===== config.mk =====
export PLATFORM = sky130hd
export DESIGN_NAME = qif_spike_decoder
export DESIGN_NICKNAME = d
export VERILOG_FILES = /design/src/rtl/qif_pkg.sv /design/src/rtl/qif_isi_fifo.sv /design/src/rtl/qif_spike_decoder.sv
export SDC_FILE = /design/constraint.sdc
export NUM_CORES = 1
export LEC_CHECK = 0
export CORE_MARGIN = 2
export CORE_UTILIZATION = 35
export DETAILED_ROUTE_END_ITERATION = 8
export PLACE_DENSITY = 0.54
export SLEW_MARGIN = 20
export SYNTH_ARGS = -nofsm -noshare
export SYNTH_HDL_FRONTEND = slang
export SYNTH_HIERARCHICAL = 1
export SYNTH_SLANG_ARGS = --single-unit

===== constraint.sdc =====
create_clock -name clk -period 3.9 [get_ports clk]
set_input_delay 0.39 -clock clk [delete_from_list [all_inputs] [get_ports clk]]
set_output_delay 0.39 -clock clk [all_outputs]
set_load 0.02 [all_outputs]

===== src/rtl/qif_pkg.sv =====
// Shared types and constants for the QIF neuron and its spike decoder.
package qif_pkg;

    typedef logic signed [7:0] volt_t;

    localparam volt_t QIF_VPEAK      = 8'sd50;
    localparam volt_t QIF_VRESET     = -8'sd20;
    localparam volt_t QIF_THRESH_DEF = 8'sd40;
    localparam volt_t QIF_REARM_DEF  = 8'sd0;

    localparam logic [0:0] DET_ARMED = 1'b0;
    localparam logic [0:0] DET_FIRED = 1'b1;

endpackage


===== src/rtl/qif_isi_fifo.sv =====
// First-word-fall-through FIFO for ISI values; counts pushes dropped while full.
module qif_isi_fifo #(
    parameter int unsigned WIDTH = 16,
    parameter int unsigned DEPTH = 4
) (
    input  logic             clk,
    input  logic             rst_n,
    input  logic             push,
    input  logic [WIDTH-1:0] push_data,
    input  logic             pop_ready,
    output logic [WIDTH-1:0] head,
    output logic             head_valid,
    output logic [7:0]       drop_cnt
);

    localparam int unsigned AW = $clog2(DEPTH);
    localparam int unsigned CW = AW + 1;

    logic [WIDTH-1:0] mem_q [DEPTH];
    logic [WIDTH-1:0] mem_d [DEPTH];
    logic [AW-1:0]    wr_ptr_q, wr_ptr_d;
    logic [AW-1:0]    rd_ptr_q, rd_ptr_d;
    logic [CW-1:0]    count_q, count_d;
    logic [WIDTH-1:0] head_q, head_d;
    logic             valid_q, valid_d;
    logic [7:0]       drop_q, drop_d;
    logic             pop_c;
    logic             full_c;
    logic             do_push_c;

    // A pop frees the slot a same-cycle push needs, so push-while-full-with-pop succeeds.
    always_comb begin
        mem_d     = mem_q;
        wr_ptr_d  = wr_ptr_q;
        rd_ptr_d  = rd_ptr_q;
        drop_d    = drop_q;
        pop_c     = valid_q && pop_ready;
        full_c    = (count_q == CW'(DEPTH));
        do_push_c = push && (!full_c || pop_c);

        if (push && full_c && !pop_c && (drop_q != 8'hFF)) begin
            drop_d = drop_q + 8'd1;
        end
        if (do_push_c) begin
            mem_d[wr_ptr_q] = push_data;
            wr_ptr_d        = wr_ptr_q + AW'(1);
        end
        if (pop_c) begin
            rd_ptr_d = rd_ptr_q + AW'(1);
        end
        count_d = count_q + CW'(do_push_c) - CW'(pop_c);
        valid_d = (count_d != '0);
        head_d  = valid_d ? mem_d[rd_ptr_d] : '0;
    end

    always_ff @(posedge clk or negedge rst_n) begin
        if (!rst_n) begin
            for (int i = 0; i < int'(DEPTH); i++) begin
                mem_q[i] <= '0;
            end
            wr_ptr_q <= '0;
            rd_ptr_q <= '0;
            count_q  <= '0;
            head_q   <= '0;
            valid_q  <= 1'b0;
            drop_q   <= 8'd0;
        end else begin
            mem_q    <= mem_d;
            wr_ptr_q <= wr_ptr_d;
            rd_ptr_q <= rd_ptr_d;
            count_q  <= count_d;
            head_q   <= head_d;
            valid_q  <= valid_d;
            drop_q   <= drop_d;
        end
    end

    assign head       = head_q;
    assign head_valid = valid_q;
    assign drop_cnt   = drop_q;

endmodule


===== src/rtl/qif_spike_decoder.sv =====
// Spike detector with hysteresis, inter-spike-interval measurement and windowed rate count.
module qif_spike_decoder
    import qif_pkg::*;
#(
    parameter volt_t       THRESH     = QIF_THRESH_DEF,
    parameter volt_t       REARM      = QIF_REARM_DEF,
    parameter int unsigned ISI_W      = 16,
    parameter int unsigned FIFO_DEPTH = 4,
    parameter int unsigned WIN_LOG2   = 8
) (
    input  logic                clk,
    input  logic                rst_n,
    input  logic [7:0]          v_in,
    input  logic                v_valid,
    output logic                spike,
    output logic [ISI_W-1:0]    isi_data,
    output logic                isi_valid,
    input  logic                isi_ready,
    output logic [7:0]          drop_cnt,
    output logic [WIN_LOG2:0]   rate,
    output logic                rate_valid
);

    localparam int unsigned RW = WIN_LOG2 + 1;
    localparam logic [ISI_W-1:0] ISI_MAX = '1;

    volt_t               v_s;
    logic [0:0]          state_q, state_d;
    logic                spike_q, spike_d;
    logic                have_prev_q, have_prev_d;
    logic [ISI_W-1:0]    isi_cnt_q, isi_cnt_d;
    logic [WIN_LOG2-1:0] win_cnt_q, win_cnt_d;
    logic [RW-1:0]       win_spk_q, win_spk_d;
    logic [RW-1:0]       rate_q, rate_d;
    logic                rate_valid_q, rate_valid_d;
    logic                spike_now_c;
    logic                push_c;
    logic [ISI_W-1:0]    isi_inc_c;
    logic [RW-1:0]       spk_total_c;

    assign v_s = volt_t'(v_in);

    // isi_inc_c is the interval ending at the current sample, saturated.
    always_comb begin
        state_d      = state_q;
        spike_d      = 1'b0;
        have_prev_d  = have_prev_q;
        isi_cnt_d    = isi_cnt_q;
        win_cnt_d    = win_cnt_q;
        win_spk_d    = win_spk_q;
        rate_d       = rate_q;
        rate_valid_d = 1'b0;
        spike_now_c  = 1'b0;
        push_c       = 1'b0;
        isi_inc_c    = (isi_cnt_q == ISI_MAX) ? ISI_MAX : isi_cnt_q + ISI_W'(1);
        spk_total_c  = win_spk_q;

        if (v_valid) begin
            case (state_q)
                DET_ARMED: begin
                    if (v_s >= THRESH) begin
                        spike_now_c = 1'b1;
                        state_d     = DET_FIRED;
                    end
                end
                DET_FIRED: begin
                    if (v_s <= REARM) begin
                        state_d = DET_ARMED;
                    end
                end
                default: state_d = DET_ARMED;
            endcase

            spike_d = spike_now_c;
            if (spike_now_c) begin
                push_c      = have_prev_q;
                have_prev_d = 1'b1;
                isi_cnt_d   = '0;
            end else if (have_prev_q) begin
                isi_cnt_d = isi_inc_c;
            end

            spk_total_c = win_spk_q + RW'(spike_now_c);
            win_cnt_d   = win_cnt_q + WIN_LOG2'(1);
            if (win_cnt_q == '1) begin
                rate_d       = spk_total_c;
                rate_valid_d = 1'b1;
                win_spk_d    = '0;
            end else begin
                win_spk_d = spk_total_c;
            end
        end
    end

    always_ff @(posedge clk or negedge rst_n) begin
        if (!rst_n) begin
            state_q      <= DET_ARMED;
            spike_q      <= 1'b0;
            have_prev_q  <= 1'b0;
            isi_cnt_q    <= '0;
            win_cnt_q    <= '0;
            win_spk_q    <= '0;
            rate_q       <= '0;
            rate_valid_q <= 1'b0;
        end else begin
            state_q      <= state_d;
            spike_q      <= spike_d;
            have_prev_q  <= have_prev_d;
            isi_cnt_q    <= isi_cnt_d;
            win_cnt_q    <= win_cnt_d;
            win_spk_q    <= win_spk_d;
            rate_q       <= rate_d;
            rate_valid_q <= rate_valid_d;
        end
    end

    qif_isi_fifo #(
        .WIDTH (ISI_W),
        .DEPTH (FIFO_DEPTH)
    ) u_fifo (
        .clk        (clk),
        .rst_n      (rst_n),
        .push       (push_c),
        .push_data  (isi_inc_c),
        .pop_ready  (isi_ready),
        .head       (isi_data),
        .head_valid (isi_valid),
        .drop_cnt   (drop_cnt)
    );

    assign spike      = spike_q;
    assign rate       = rate_q;
    assign rate_valid = rate_valid_q;

endmodule


# Word level (Yosys, flattened, before mapping)
# Cells that the tools add are included.
[word_totals] reg_bits=142 out_inout_bits=36 elab_cells=75 input_bits=12
[op_classes] n_reduce_logical=14 eq_ne=4 n_lt_le_gt_ge=5 n_addsub=8 n_bitwise=3 n_mux=23
[ops] operator="2-to-1 mux 16 bit" n=7
[ops] operator="bitwise mux 64 bit" n=1
[ops] operator="2-to-1 mux 64 bit" n=1
[ops] operator="binary-select mux 16 bit (select 2 bit)" n=1
[ops] operator="demux 16 bit (select 2 bit)" n=1
[ops] operator="adder 16 x 1 -> 16 bit (second input constant)" n=1
[ops] operator="adder 8 x 1 -> 8 bit (second input constant)" n=2
[ops] operator="equality test 16 bit (second input constant)" n=1
[ops] operator="adder 9 x 1 -> 9 bit" n=1
[ops] operator="2-to-1 mux 1 bit" n=9
[ops] operator="2-to-1 mux 9 bit" n=1
[ops] operator="equality test 8 bit (second input constant)" n=1
[ops] operator=">= comparator 8 x 7 -> 1 bit (second input constant)" n=1
[ops] operator="<= comparator 8 x 1 -> 1 bit (second input constant)" n=1
[ops] operator="inequality test 8 bit (second input constant)" n=1
[ops] operator=">= comparator 3 bit (second input constant)" n=2
[ops] operator="logical AND 1 bit" n=6
[ops] operator="NOT 2 -> 3 bit" n=2
[ops] operator="AND reduction 2 bit" n=3
[ops] operator="adder 2 x 1 -> 2 bit (second input constant)" n=2
[ops] operator="adder 3 x 1 -> 3 bit" n=1
[ops] operator="equality test 3 bit (second input constant)" n=1
[ops] operator="less-than comparator 3 x 1 -> 1 bit (second input constant)" n=1
[ops] operator="nonzero test 3 bit" n=1
[ops] operator="other kinds (7)" n=8

# Longest topological paths before layout
[depth] depth_word=12 depth_mapped=15 mapped_depth_nobuf=14

# Hierarchy
# The synthesis kept the hierarchy.
[by_module_without_submodules] mod="qif_isi_fifo" seq_area_each_um2=2402.3 cells_each=332 area_each_um2=4165.2 instances=1
[by_module_without_submodules] mod="qif_spike_decoder" seq_area_each_um2=1151.1 cells_each=302 area_each_um2=2701.3 instances=1

# Worst setup path before layout
# No wires, ideal clock.
[synth_timing] kind="input to register" start="input port v_in[7]" end="register u_fifo.head_q[10], in the netlist u_fifo/head[10]" path_buffers=1 t_arrival_ns=3.294 setup_time_ns=0.141 path_stages=15 setup_slack_ns=0.465 required_ns=3.759 cell_sequence="or2_2 > nor3_1 > and3_1 > and2_1 > inv_1 > ha_1 > inv_1 > ha_1 > fa_1 > xnor2_1 > xnor2_1 > nor3_2 > buf_2 > a221o_1 > a31oi_1"
[synth_via] elab_cells_between_ends=15 cone_classes="add/sub (2); order compare (1); mux (10); reduce/logical (2)"
[synth_lines] item="from (decl)" line="qif_spike_decoder.sv:13" rtl="input logic [7:0] v_in,"
[synth_lines] item=">= comparator 8 x 7 -> 1 bit" line="qif_spike_decoder.sv:61" rtl="if (v_s >= THRESH) begin"
[synth_lines] item="2-to-1 mux 1 bit" line="qif_spike_decoder.sv:61"
[synth_lines] item="2-to-1 mux 1 bit" line="qif_spike_decoder.sv:59" rtl="case (state_q)"
[synth_lines] item="2-to-1 mux 1 bit" line="qif_spike_decoder.sv:58" rtl="if (v_valid) begin"
[synth_lines] item="2-to-1 mux 1 bit" line="qif_spike_decoder.sv:75" rtl="if (spike_now_c) begin"
[synth_lines] item="2-to-1 mux 1 bit" line="qif_spike_decoder.sv:58"
[synth_lines] item="via push_c" line="qif_spike_decoder.sv:37" rtl="logic push_c;"
[synth_lines] item="logical AND 1 bit" line="qif_isi_fifo.sv:39" rtl="do_push_c = push && (!full_c || pop_c);"
[synth_lines] item="adder 3 x 1 -> 3 bit" line="qif_isi_fifo.sv:51" rtl="count_d = count_q + CW'(do_push_c) - CW'(pop_c);"
[synth_lines] item="subtractor 3 x 1 -> 3 bit" line="qif_isi_fifo.sv:51"
[synth_lines] item="via u_fifo.count_d[2]" line="qif_isi_fifo.sv:23" rtl="logic [CW-1:0] count_q, count_d;"
[synth_lines] item="nonzero test 3 bit" line="qif_isi_fifo.sv:52" rtl="valid_d = (count_d != '0);"
[synth_lines] item="2-to-1 mux 16 bit" line="qif_isi_fifo.sv:53" rtl="head_d = valid_d ? mem_d[rd_ptr_d] : '0;"
[synth_lines] item="via u_fifo.head_d[10]" line="qif_isi_fifo.sv:24" rtl="logic [WIDTH-1:0] head_q, head_d;"
[synth_lines] item="to (signal assigned)" line="qif_isi_fifo.sv:64" rtl="head_q <= '0;"
[synth_lines] item="to (signal assigned)" line="qif_isi_fifo.sv:72" rtl="head_q <= head_d;"
[synth_lines] item="to (decl)" line="qif_isi_fifo.sv:24"
# The timed path passes the listed nets, and every way through them passes these cells. The select of a mux whose other input is x is not followed.
# A chain may end at the register's enable or synchronous reset.

# Worst setup path in the final report
[layout_timing] start="input port v_in[7]" end="register u_fifo.head_q[15], in the netlist u_fifo/head[15]"
# Same word-level chain as after synthesis.

==> metrics.cfg <==
[worst_setup_path]
worst_path_largest_cell_delay_ns = 0.44
cp_data_required_time_ns = 4.24
criticalPathCategory = primary input to flip-flop
crit_path_end_kind = flip-flop
cp_cell_sequence = clkdlybuf4s50_1 > or2_2 > nor3_1 > and3_1 > and2_1 > inv_1 > ha_1 > inv_1 > ha_1 > fa_1 > xnor2_1 > xnor2_1 > nor3_2 > buf_12 > a221o_1 > a31oi_1
critPathLaunchType = primary input
crit_arrival_ns = 3.87
worstPathMaxFanout = 17
cpLargestDelayFamily = simple AND/OR/NAND/NOR gates
cp.buffers_inverters = 4
cp_slowest_cell = clkdlybuf4s50_1

[yosys]
ys_top_cells_by_area = dfrtp_1, mux2_2, mux2i_1
yosys.area.top_type = dfrtp_1
synth_common_cells = dfrtp_1, nand2_1, inv_1
avgSynthCellArea_um2 = 10.8
synthesis.area_mm2 = 0.00687
synth-warning-count = 6
synth_edf_count = 0
ys_seq_elements = 142
synth_top_area_share_pct = 51.7
synthFlopType = dfrtp_1
synth_fp_nets = 658
synth_most_common_cell = dfrtp_1
synthDistinctLibCells = 62
seq_area_frac_synth_pct = 51.7
synthArstFlopShare_pct = 100
synth_cells = 634

[finish]
drive_gt1_share_pct = 15.9
diodes = 0
fill_cells = 1825
nets = 715
area_delta_synth_final_pct = 20.0
post-route-util_pct = 42.6
final_cells = 969

[sta]
worst_slack_ns = 0.369
slew_headroom_pct = 30.1
finalCritPeriodShare_pct = 90.5
rsz0062_at_grt = false
finalHoldViolCount = 0
fin_skew_ns = 0.0120
slew_viol_final = 0
worstMarginPinSlew_ns = 1.05
min_period_ns = 3.53
max_freq_ghz = 0.283
setup_viol = 0

[clock_tree]
h-tree-depth = 4
cts_hold_buf = 0
cts_sinks = 142
clk_latency_ns = 0.42
cts_tree = done
cts_setup_buffers = 0
clkSlewWorstSetupHoldPaths_ns = 0.06
clock-root-buffer = clkbuf_16
cts-buffers-inserted = 17
cts_buffer_depth = 2
cts_resized = 0

[route]
routed_wl_um = 16000
drtIter0Drc = 261
wl_met3_um = 462
ant_nets = 0
m1WireLength_um = 7100
post-route-drc-count = 0
vias = 4978
first_pass_iters = 5
via_per_inst = 5.14
wl_met2_um = 8130
top_layer = met4
avgRoutedWirePerCell_um = 16.5

[placement]
io_buffers = 47
gp_congestion = 0.843
post-place-ws_ns = -0.0617
placed_cells = 937
dp_hpwl_um = 10600

[floorplan]
num_rows = 51
core_area_mm2 = 0.0193
start_util_pct = 35.5
die_h_um = 144
dieArea_mm2 = 0.0208
die_x_um = 144
io_pins = 48

[global_route]
grt_max_degree = 105
grt_pass1_wl_um = 26600
track_usage_pct = 16.5
grt_pass1_vias = 5142
grt-ovfl-total = 0
antenna_found_initial = 0

[pwr]
p_leak_nw = 3.83
irDropWorstVdd_v = 0.000321
power.density_mw_per_mm2 = 620
fin_total_pwr_mw = 5.11

[min_path]
hold_class = primary input to asynchronous set/reset pin

[status]
status = finished, final reports clean

[flow_run]
maxCapViolCount = 0

==> metrics by stage <==
stage	cell area, um2	setup TNS (ns)	hold slack, ns
after floorplan	6870	0	0.0944
after global placement	7660	0	0.458
after detailed placement	7660	-0.566	0.468
after CTS	8240	0	0.117
after global routing	8240	0	0.170
final	8240	0	0.0613
==> registers in the layout, indices dropped and copies added, names as in the netlist <==
| signal | flops |
|---|---|
| spike | 1 |
| u_fifo/head_valid | 1 |
| u_fifo/head | 16 |
| have_prev_q | 1 |
| state_q | 1 |
| win_cnt_q | 8 |
| u_fifo/rd_ptr_q | 2 |
| u_fifo/drop_cnt | 8 |
| rate | 9 |
| win_spk_q | 9 |
| u_fifo/mem_q | 64 |
| u_fifo/wr_ptr_q | 2 |
| u_fifo/count_q | 3 |
| isi_cnt_q | 16 |
| rate_valid | 1 |
==> cells by family after synthesis <==
logic type,Yosys count,share of synthesized area [%]
AOI/OAI and AO/OA,107,10.6
adders and majority gates,12,2.30
and+or+nand+nor,190,14.8
xor gates and xnor gates,32,4.36
DFF,142,51.7
muxes,69,10.7
buffers and inverters,82,5.43
==> cell usage in the layout, fill, tap and decap left out, drive strengths merged, types with 23 or more instances in the layout <==
master | netlist | layout
dfrtp | 142 | 142
nand2 | 69 | 69
inv | 53 | 59
clkdlybuf4s50 | 0 | 46
mux2 | 36 | 36
mux2i | 33 | 33
a31oi | 29 | 29
a21oi | 26 | 26
nor2 | 25 | 25
xnor2 | 23 | 23
==> area by class of cell <==
cell class | count | area [um2] | area share, %
clock buffer | 19 | 453 | 5.50
tap | 265 | 332 | 4.03
clock inverter | 13 | 125 | 1.52
timing repair buffer | 66 | 627 | 7.61
multi-input combinational | 410 | 2940 | 35.7
inverter | 54 | 203 | 2.46
sequential | 142 | 3550 | 43.1
==> final timing paths <==
kind                                  startpoint               end  slack, ns  depth (start not counted)
max in group asynchronous                  rst_n    u_fifo/head[4]       2.93                          2
worst max-delay path                     v_in[7]   u_fifo/head[15]       0.37                         16
worst max register to register           state_q   u_fifo/head[15]       0.43                         15
worst min register to register  u_fifo/mem_q[40]  u_fifo/mem_q[40]       0.48                          2
min in group clk                u_fifo/mem_q[40]  u_fifo/mem_q[40]       0.48                          2
worst min-delay path                       rst_n      win_spk_q[7]       0.06                          1
==> metal layers <==
| metal | vias up | global-route usage [%] |
|---|---|---|
| met5 | - | 0 |
| met4 | 0 | 5.99 |
| met3 | 23 | 3.31 |
| met2 | 69 | 28.4 |
| met1 | 2543 | 20.7 |
| li1 | 2343 | - |
==> where the power goes <==
group          switching (mW)  internal (mW)  total [mW]
combinational           0.893          0.705        1.60
clock                   0.660          0.923        1.58
sequential              0.187           1.74        1.93
Power figures use the tool's default switching activity.
